$ cat config.mk
export PLATFORM = sky130hd
export DESIGN_NAME = round_controller_flat
export DESIGN_NICKNAME = d
export VERILOG_FILES = /design/src/rtl/round_controller_pkg.sv /design/src/rtl/round_controller_if.sv /design/src/rtl/round_controller_tick_gen.sv /design/src/rtl/round_controller.sv /design/src/flat_wrapper.sv
export SDC_FILE = /design/constraint.sdc
export NUM_CORES = 1
export LEC_CHECK = 0
export ABC_CLOCK_PERIOD_IN_PS = 3400
export BUFFER_PORTS_ARGS = -buffer_cell sky130_fd_sc_hd__buf_2
export CAP_MARGIN = 30
export CORE_UTILIZATION = 45
export CTS_BUF_LIST = sky130_fd_sc_hd__clkbuf_4
export DETAILED_ROUTE_END_ITERATION = 8
export SETUP_SLACK_MARGIN = 0.15
export SLEW_MARGIN = 20
export SYNTH_ARGS = -nofsm -noshare
export SYNTH_HDL_FRONTEND = slang
export SYNTH_SLANG_ARGS = --single-unit
$ cat constraint.sdc
create_clock -name clkt -period 3.4 [get_ports clkt]
set_input_delay 0.17 -clock clkt [delete_from_list [all_inputs] [get_ports clkt]]
set_output_delay 0.17 -clock clkt [all_outputs]
set_load 0.005 [all_outputs]
$ cat src/rtl/round_controller_pkg.sv
// Shared types and constants for the game-session round controller.
package round_controller_pkg;

  localparam int unsigned TEMPO_W    = 4;
  localparam int unsigned ROUND_W    = 2;
  localparam int unsigned HITS_W     = 3;
  localparam int unsigned ROUNDS_DEF = 4;

  localparam logic [TEMPO_W-1:0] TIME_LIMIT_DEF = 4'd9;

  typedef enum logic [2:0] {
    S_IDLE = 3'd0,
    S_LOAD = 3'd1,
    S_RUN  = 3'd2,
    S_NEXT = 3'd3,
    S_DONE = 3'd4
  } state_e;

  // Increment that sticks at the ceiling instead of wrapping.
  function automatic logic [HITS_W-1:0] sat_inc(input logic [HITS_W-1:0] v,
                                                input logic [HITS_W-1:0] ceil);
    return (v >= ceil) ? v : v + HITS_W'(1);
  endfunction

endpackage

$ cat src/rtl/round_controller_if.sv
// Player/counter-facing signal bundle of the round controller.
interface round_controller_if;
  import round_controller_pkg::*;

  logic               start;
  logic               answer;
  logic [TEMPO_W-1:0] tempo;
  logic               end_time;
  logic               cnt_R;
  logic               cnt_E;
  logic [ROUND_W-1:0] round;
  logic [HITS_W-1:0]  hits;
  logic               timeout;
  logic               done;

  modport master (
    output start, answer, tempo, end_time,
    input  cnt_R, cnt_E, round, hits, timeout, done
  );

  modport slave (
    input  start, answer, tempo, end_time,
    output cnt_R, cnt_E, round, hits, timeout, done
  );

endinterface

$ cat src/rtl/round_controller_tick_gen.sv
// Seconds prescaler: tick is high for one cycle every DIV clocks; clr holds it at zero.
module tick_gen #(
  parameter int unsigned DIV = 10
) (
  input  logic clkt,
  input  logic R,
  input  logic clr,
  output logic tick
);

  localparam int unsigned     CW   = (DIV > 1) ? $clog2(DIV) : 1;
  localparam logic [CW-1:0]   LAST = CW'(DIV - 1);

  logic [CW-1:0] cnt_q, cnt_d;

  assign tick = (cnt_q == LAST);

  always_comb begin
    cnt_d = cnt_q + CW'(1);
    if (clr || tick) cnt_d = '0;
  end

  always_ff @(posedge clkt or posedge R) begin
    if (R) cnt_q <= '0;
    else   cnt_q <= cnt_d;
  end

endmodule

$ cat src/rtl/round_controller.sv
// Session FSM: runs ROUNDS timed rounds against the seconds counter and tallies hits.
module round_controller
  import round_controller_pkg::*;
#(
  parameter int unsigned        CLK_HZ     = 50_000_000,
  parameter int unsigned        TICK_HZ    = 1,
  parameter int unsigned        ROUNDS     = ROUNDS_DEF,
  parameter logic [TEMPO_W-1:0] TIME_LIMIT = TIME_LIMIT_DEF
) (
  input  logic               clkt,
  input  logic               R,
  round_controller_if.slave  bus
);

  localparam int unsigned        DIV        = CLK_HZ / TICK_HZ;
  localparam logic [ROUND_W-1:0] LAST_ROUND = ROUND_W'(ROUNDS - 1);
  localparam logic [HITS_W-1:0]  MAX_HITS   = HITS_W'(ROUNDS);

  state_e             state_q, state_d;
  logic               start_q;
  logic               cnt_r_q, cnt_r_d;
  logic               cnt_e_q, cnt_e_d;
  logic [ROUND_W-1:0] round_q, round_d;
  logic [HITS_W-1:0]  hits_q, hits_d;
  logic               timeout_q, timeout_d;
  logic               done_q, done_d;

  logic start_rise_c, tick_c, to_c, presc_clr_c;

  assign start_rise_c = bus.start & ~start_q;
  assign presc_clr_c  = (state_q != S_RUN);
  assign to_c         = (tick_c & (bus.tempo == TIME_LIMIT)) | bus.end_time;

  tick_gen #(.DIV(DIV)) u_tick (
    .clkt (clkt),
    .R    (R),
    .clr  (presc_clr_c),
    .tick (tick_c)
  );

  // Next state and next register values; an answer beats a simultaneous timeout.
  always_comb begin
    state_d   = state_q;
    round_d   = round_q;
    hits_d    = hits_q;
    timeout_d = 1'b0;
    cnt_e_d   = 1'b0;

    case (state_q)
      S_IDLE: if (start_rise_c) state_d = S_LOAD;
      S_LOAD: begin
        round_d = '0;
        hits_d  = '0;
        state_d = S_RUN;
      end
      S_RUN: begin
        // Enable is withheld on the timeout tick so the counter never wraps.
        cnt_e_d = tick_c & ~to_c;
        if (bus.answer) begin
          hits_d  = sat_inc(hits_q, MAX_HITS);
          state_d = S_NEXT;
        end else if (to_c) begin
          timeout_d = 1'b1;
          state_d   = S_NEXT;
        end
      end
      S_NEXT: begin
        if (round_q == LAST_ROUND) begin
          state_d = S_DONE;
        end else begin
          round_d = round_q + ROUND_W'(1);
          state_d = S_RUN;
        end
      end
      S_DONE: if (start_rise_c) state_d = S_LOAD;
      default: state_d = S_IDLE;
    endcase

    cnt_r_d = (state_d != S_RUN);
    done_d  = (state_d == S_DONE);
  end

  always_ff @(posedge clkt or posedge R) begin
    if (R) begin
      state_q   <= S_IDLE;
      start_q   <= 1'b0;
      cnt_r_q   <= 1'b1;
      cnt_e_q   <= 1'b0;
      round_q   <= '0;
      hits_q    <= '0;
      timeout_q <= 1'b0;
      done_q    <= 1'b0;
    end else begin
      state_q   <= state_d;
      start_q   <= bus.start;
      cnt_r_q   <= cnt_r_d;
      cnt_e_q   <= cnt_e_d;
      round_q   <= round_d;
      hits_q    <= hits_d;
      timeout_q <= timeout_d;
      done_q    <= done_d;
    end
  end

  assign bus.cnt_R   = cnt_r_q;
  assign bus.cnt_E   = cnt_e_q;
  assign bus.round   = round_q;
  assign bus.hits    = hits_q;
  assign bus.timeout = timeout_q;
  assign bus.done    = done_q;

endmodule

$ cat src/flat_wrapper.sv
// flat-port wrapper written by rule: the top's interface ports become plain ports
module round_controller_flat import round_controller_pkg::*;
#(
  parameter int unsigned        CLK_HZ     = 50_000_000,
  parameter int unsigned        TICK_HZ    = 1,
  parameter int unsigned        ROUNDS     = ROUNDS_DEF,
  parameter logic [TEMPO_W-1:0] TIME_LIMIT = TIME_LIMIT_DEF
)
  (clkt, R, bus_start, bus_answer, bus_tempo, bus_end_time, bus_cnt_R, bus_cnt_E, bus_round, bus_hits, bus_timeout, bus_done);
  round_controller_if bus_i ();
  input  logic clkt;
  input  logic R;
  input wire logic [$bits(bus_i.start)-1:0] bus_start;
  input wire logic [$bits(bus_i.answer)-1:0] bus_answer;
  input wire logic [$bits(bus_i.tempo)-1:0] bus_tempo;
  input wire logic [$bits(bus_i.end_time)-1:0] bus_end_time;
  output wire logic [$bits(bus_i.cnt_R)-1:0] bus_cnt_R;
  output wire logic [$bits(bus_i.cnt_E)-1:0] bus_cnt_E;
  output wire logic [$bits(bus_i.round)-1:0] bus_round;
  output wire logic [$bits(bus_i.hits)-1:0] bus_hits;
  output wire logic [$bits(bus_i.timeout)-1:0] bus_timeout;
  output wire logic [$bits(bus_i.done)-1:0] bus_done;
  assign bus_i.start = bus_start;
  assign bus_i.answer = bus_answer;
  assign bus_i.tempo = bus_tempo;
  assign bus_i.end_time = bus_end_time;
  assign bus_cnt_R = bus_i.cnt_R;
  assign bus_cnt_E = bus_i.cnt_E;
  assign bus_round = bus_i.round;
  assign bus_hits = bus_i.hits;
  assign bus_timeout = bus_i.timeout;
  assign bus_done = bus_i.done;
  round_controller #(.CLK_HZ(CLK_HZ), .TICK_HZ(TICK_HZ), .ROUNDS(ROUNDS), .TIME_LIMIT(TIME_LIMIT)) u_core (.clkt(clkt), .R(R), .bus(bus_i));
endmodule
## Word-level counts from Yosys, hierarchy flattened

Cells that the tools add are included.

- Reduce and logical (&&, ||, !) cells: 7
- Bitwise gates (word level): 6
- Order comparisons: 1
- Shift-type cells: 0
- Multipliers: 0
- Add/sub/neg operators: 3
- Equality and inequality tests: 13
- Multiplexer cells: 15
- Div/mod/pow operators: 0

Operators with widths:

| operator | count |
|---|---|
| $add 26x1->26 const B | 1 |
| $eq 26x26->1 const B | 1 |
| $mux 26 | 1 |
| $mux 3 | 6 |
| $pmux 3 s4 | 1 |
| $eq 3x2->1 const B | 2 |
| $eq 3x3->1 const B | 2 |
| $ne 2x2->1 const B | 3 |
| $ne 3x2->1 const B | 2 |
| $pmux 3 s2 | 1 |
| $eq 4x4->1 const B | 1 |
| $mux 1 | 4 |
| $pmux 2 s2 | 1 |
| $reduce_bool 2->1 | 2 |
| $add 3x1->3 const B | 1 |
| $and 1x1->1 | 3 |
| $eq 3x1->1 const B | 1 |
| $ge 3x3->1 const B | 1 |
| $logic_not 3->1 | 1 |
| $reduce_and 3->1 | 1 |
| $add 2x1->2 const B | 1 |
| $eq 2x2->1 const B | 1 |
| $mux 2 | 1 |
| $not 1->1 | 2 |
| 4 further kinds | 4 |

- Bits in latches: 0
- Output and inout port bits: 9
- Bits in writable memories: 0
- Logic and storage cells: 54
- Flip-flop bits (word level): 39
- Bits of input ports: 9
- Bits in read-only memories: 0
- Memories: 0

## Depth between registers and ports, before layout

- Word-level depth: 7
- Gate-level depth with buffers: 7
- Gate-level depth less buffers: 5

## By module

From an unflattened synthesis, not the netlist that was laid out.

- Cells, all modules: 199
- Area, all modules: 1983.2 um2

Modules (own cells, without submodules):

| module | seq. area each (um2) | times used | cells an instance | area an instance (um2) |
|---|---|---|---|---|
| tick_gen | 650.6 | 1 | 143 | 1356.3 |
| round_controller | 326.6 | 1 | 56 | 626.9 |

## Worst setup path before layout

OpenSTA, ideal clock, no wires.

- Path kind: reg2reg
- Start: register u_core.u_tick.cnt_q[0]
- End: register u_core.u_tick.cnt_q[24]
- Library setup time: 0.073 ns
- Clock period less this slack: 1.727 ns
- Stages on the path, launching flop included: 8
- Required time: 3.327 ns
- Setup slack: 1.673 ns
- Arrival: 1.654 ns
- Buffers on the path: 2
- Cells stage by stage: dfrtp_1 > ha_1 > and3_1 > buf_4 > nand4_4 > buf_6 > or4_4 > a21oi_2

- Cells in the longest elaborated chain, start to end: 3
- Elaborated cells on any way between the ends: 4
- Classes of those cells: add/sub (1); eq/ne (1); mux (1); reduce/logical (1)

RTL lines:

| item | line | text |
|---|---|---|
| start: declaration | round_controller_tick_gen.sv:14 | `logic [CW-1:0] cnt_q, cnt_d;` |
| start signal: assignment | round_controller_tick_gen.sv:25 | `else cnt_q <= cnt_d;` |
| parallel branches: the longest is 2 deep, another holds $add 26x1->26 | -- |  |
| $mux 26 (*) | round_controller_tick_gen.sv:20 | `if (clr \|\| tick) cnt_d = '0;` |
| net u_core.u_tick.cnt_d[24] | round_controller_tick_gen.sv:14 |  |

Mark *: on every way through the listed nets, which the timed path passes.
A chain may end at the register's enable or synchronous reset.

## Worst setup path in the final report

- Start: register u_core.u_tick.cnt_q[0]
- End: register u_core.u_tick.cnt_q[7]

The elaborated chain is that of the path after synthesis.

==> results.yml <==
run_status:
  status: "completed"
critical_path:
  cp_slowest_cell: "nor4b_1"
  rr_endpoint: "u_core.u_tick.cnt_q[7]"
  cp_slowest_stage_delay_ns: 0.54
  worstSetupEndpoint: "u_core.u_tick.cnt_q[7]"
  crit_fanout: 23
  critPathLaunch: "u_core.u_tick.cnt_q[0]"
  r2r_start: "u_core.u_tick.cnt_q[0]"
  crit_chain: "ha_1 > nand3_1 > nor4b_1 > a21o_2 > nor2_1"
  worstSetupEndpointType: "register"
  reg2regPathDepth: 5
  worstPathRequired_ns: 3.61
  crit_cells: 5
  critPathTopFamily: "simple AND/OR/NAND/NOR gates"
  cp.arrival_ns: 2.23
  path_buf_inv: 0
  crit_path_start_kind: "register"
  path_class: "reg2reg"
  r2r_slack_ns: 1.37
layout:
  fin_nets: 228
  final_common_cell: "dfrtp_1"
  final_cell_count_no_fill: 267
  register_area_um2: 977
  layout_common_cells: "dfrtp_1 (38), nor2_1 (19), buf_2 (17)"
  nFillCells: 383
  synthToLayoutAreaGrowth_pct: 9.24
  fin_util_pct: 52.5
  antennaDiodeCount: 0
  drive_gt1_share_pct: 18.0
  multi_input_area_um2: 913
drt:
  wire_per_inst_um: 14.2
  drtIter0Drc: 57
  antenna_left: 0
  via_per_inst: 5.82
  wirelength_um: 3780
  route.detailed.drc: 0
  drtPass1Iterations: 4
  num_vias: 1553
placement:
  dp.cells: 256
  gp_congestion: 0.765
  detailed_place_hpwl_um: 2640
  port_buffers: 17
cts:
  h-tree-depth: 2
  clock_latency_ns: 0.34
  cts_tree: "done"
  cts.sinks: 39
  numCtsBuffers: 5
  cts_setup_buffers: 0
  cts_resized: 0
  path_clk_slew_ns: 0.11
  cts-root-buf: "clkbuf_4"
  max-clock-path-buffers: 2
sta:
  skew_ns: 0.0129
  worst_pin_slew_ns: 0.596
  setup_viol: 0
  finalSetupTns_ns: 0
  hold_viol_final: 0
  max_freq_ghz: 0.494
  timing.final.crit_share_pct: 59.6
  holdWs_ns: 0.0534
  slew_viol_final: 0
  rsz0062_at_grt: "no"
  period_needed_ns: 2.03
  slew_headroom_pct: 59.7
logic_synthesis:
  ys_top_cells_by_area: "dfrtp_1 (48%), o21ai_0 (4.1%), nor2_1 (3.6%)"
  syn_inst: 196
  yosysSeqAreaShare_pct: 49.4
  async_reset_ff_share_pct: 100
  synth-seq-cells: 39
  synth.avg_cell_area_um2: 10.1
  yosysUniqueCellTypes: 44
  synth_nets: 208
  ys_warn_count: 0
  yosys.area.top_type: "dfrtp_1"
  synth_edf_count: 0
  synthFlopType: "dfrtp_1"
  synth_top_area_share_pct: 48.1
  syn-cell-area_um2: 1980
power_and_ir_drop:
  cellPowerDensity_nw_per_um2: 529
  p_leak_nw: 0.942
  power_frac_clock_pct: 20.9
  ir_worst_vdd_mv: 0.306
  intPower_w: 0.000752
  swShare_pct: 34.1
  combPwrFrac_pct: 26.5
  switching_power_w: 0.000390
  seq_power_share_pct: 52.6
  total_power_w: 0.00114
grt:
  grt_pass1_wl_um: 6580
  grt_use_total_pct: 19.1
  overflow: 0
  first_global_vias: 1483
  antenna_found_initial: 0
  grt_max_degree: 40
floorplanning:
  dieArea_um2: 4660
  start_util_pct: 48.0
  fp.coreArea_um2: 4120
  die_width_um: 68.3
  ios: 18
  num_rows: 23
  die_h_um: 68.3
hold_path:
  hold_class: "in2reg"
flow_run:
  maxCapViolCount: 0
-- worst min-delay path by stage --
| stage | start | to | slack [ns] | depth (start not counted) |
|---|---|---|---|---|
| after global placement | bus_start | u_core.start_q | 0.29 | 1 |
| after global routing | bus_answer | u_core.bus.timeout | 0.03 | 2 |
| after floorplan | bus_start | u_core.start_q | 0.20 | 0 |
| after detailed placement | bus_start | u_core.start_q | 0.30 | 1 |
| final | bus_answer | u_core.bus.timeout | 0.05 | 2 |
| after CTS | bus_answer | u_core.bus.timeout | 0.03 | 2 |
-- power by group through the flow --
stage               Clock, W  Sequential (W)  Combinational [W]
floorplan                  0        0.000584           0.000257
global placement           0        0.000604           0.000293
detailed placement         0        0.000610           0.000303
CTS                 0.000250        0.000600           0.000307
global route        0.000269        0.000615           0.000347
finish              0.000239        0.000600           0.000303
-- kinds of logic after synthesis --
kind of cell | after synthesis | synth area share, %
AO/OA/AOI/OAI | 43 | 13.6
multiplexers | 1 | 0.570
AND/OR/NAND/NOR | 83 | 24.8
XOR/XNOR | 12 | 5.32
flip-flops | 39 | 49.4
adder cells (fa/ha/maj) | 3 | 1.90
buffers and inverters | 15 | 4.37
-- final cells by class --
cell class                 count  area share (%)
inverter                       7            1.22
multi-input combinational    142            42.3
tap                           50            2.90
clock buffer                   7            2.43
timing repair buffer          21            5.68
clock inverter                 1           0.232
sequential                    39            45.2
-- cells in the mapped netlist (3+ instances only) --
library cell  number
dfrtp_1           38
nor2_1            19
o21ai_0           16
nand3_1           13
a21oi_1           11
nand2_1            9
inv_1              7
nand4_1            7
xor2_1             7
or3_1              6
a22o_1             5
xnor2_1            5
and4_1             4
o31ai_1            4
buf_6              3
clkbuf_1           3
ha_1               3
nand2b_1           3
or4_1              3
-- sequential cells by signal (all words and copies together), names as in the netlist --
name	cells
u_core.bus.timeout	1
u_core.start_q	1
u_core.bus.hits	3
u_core.u_tick.cnt_q	26
u_core.bus.cnt_R	1
u_core.bus.done	1
u_core.bus.round	2
u_core.state_q	3
u_core.bus.cnt_E	1
-- metrics by stage --
| stage | instance area, µm² | setup WS, ns |
|---|---|---|
| floorplan | 1980 | 1.67 |
| finish | 2160 | 1.37 |
| detailed placement | 2070 | 1.39 |
| global placement | 2070 | 1.45 |
| global route | 2160 | 1.14 |
| CTS | 2160 | 1.37 |
-- timing repair --
action / CTS / global route
hold endpoints to repair: 40 / 0
setup endpoints to repair: 0 / 0
hold buffers: 3 / 0
-- worst register-to-register path: stages (launching register included) --
cell,delay (ns)
dfrtp_1,0.40
ha_1,0.21
nand3_1,0.13
nor4b_1,0.54
a21o_2,0.51
nor2_1,0.11
-- per-layer routing --
layer  wire, µm  GRT usage, %
met5          0             0
met4         47          7.81
met3        154          5.00
met2       1710          29.7
met1       1870          25.1
No activity file was read; power rests on OpenSTA's default activity.
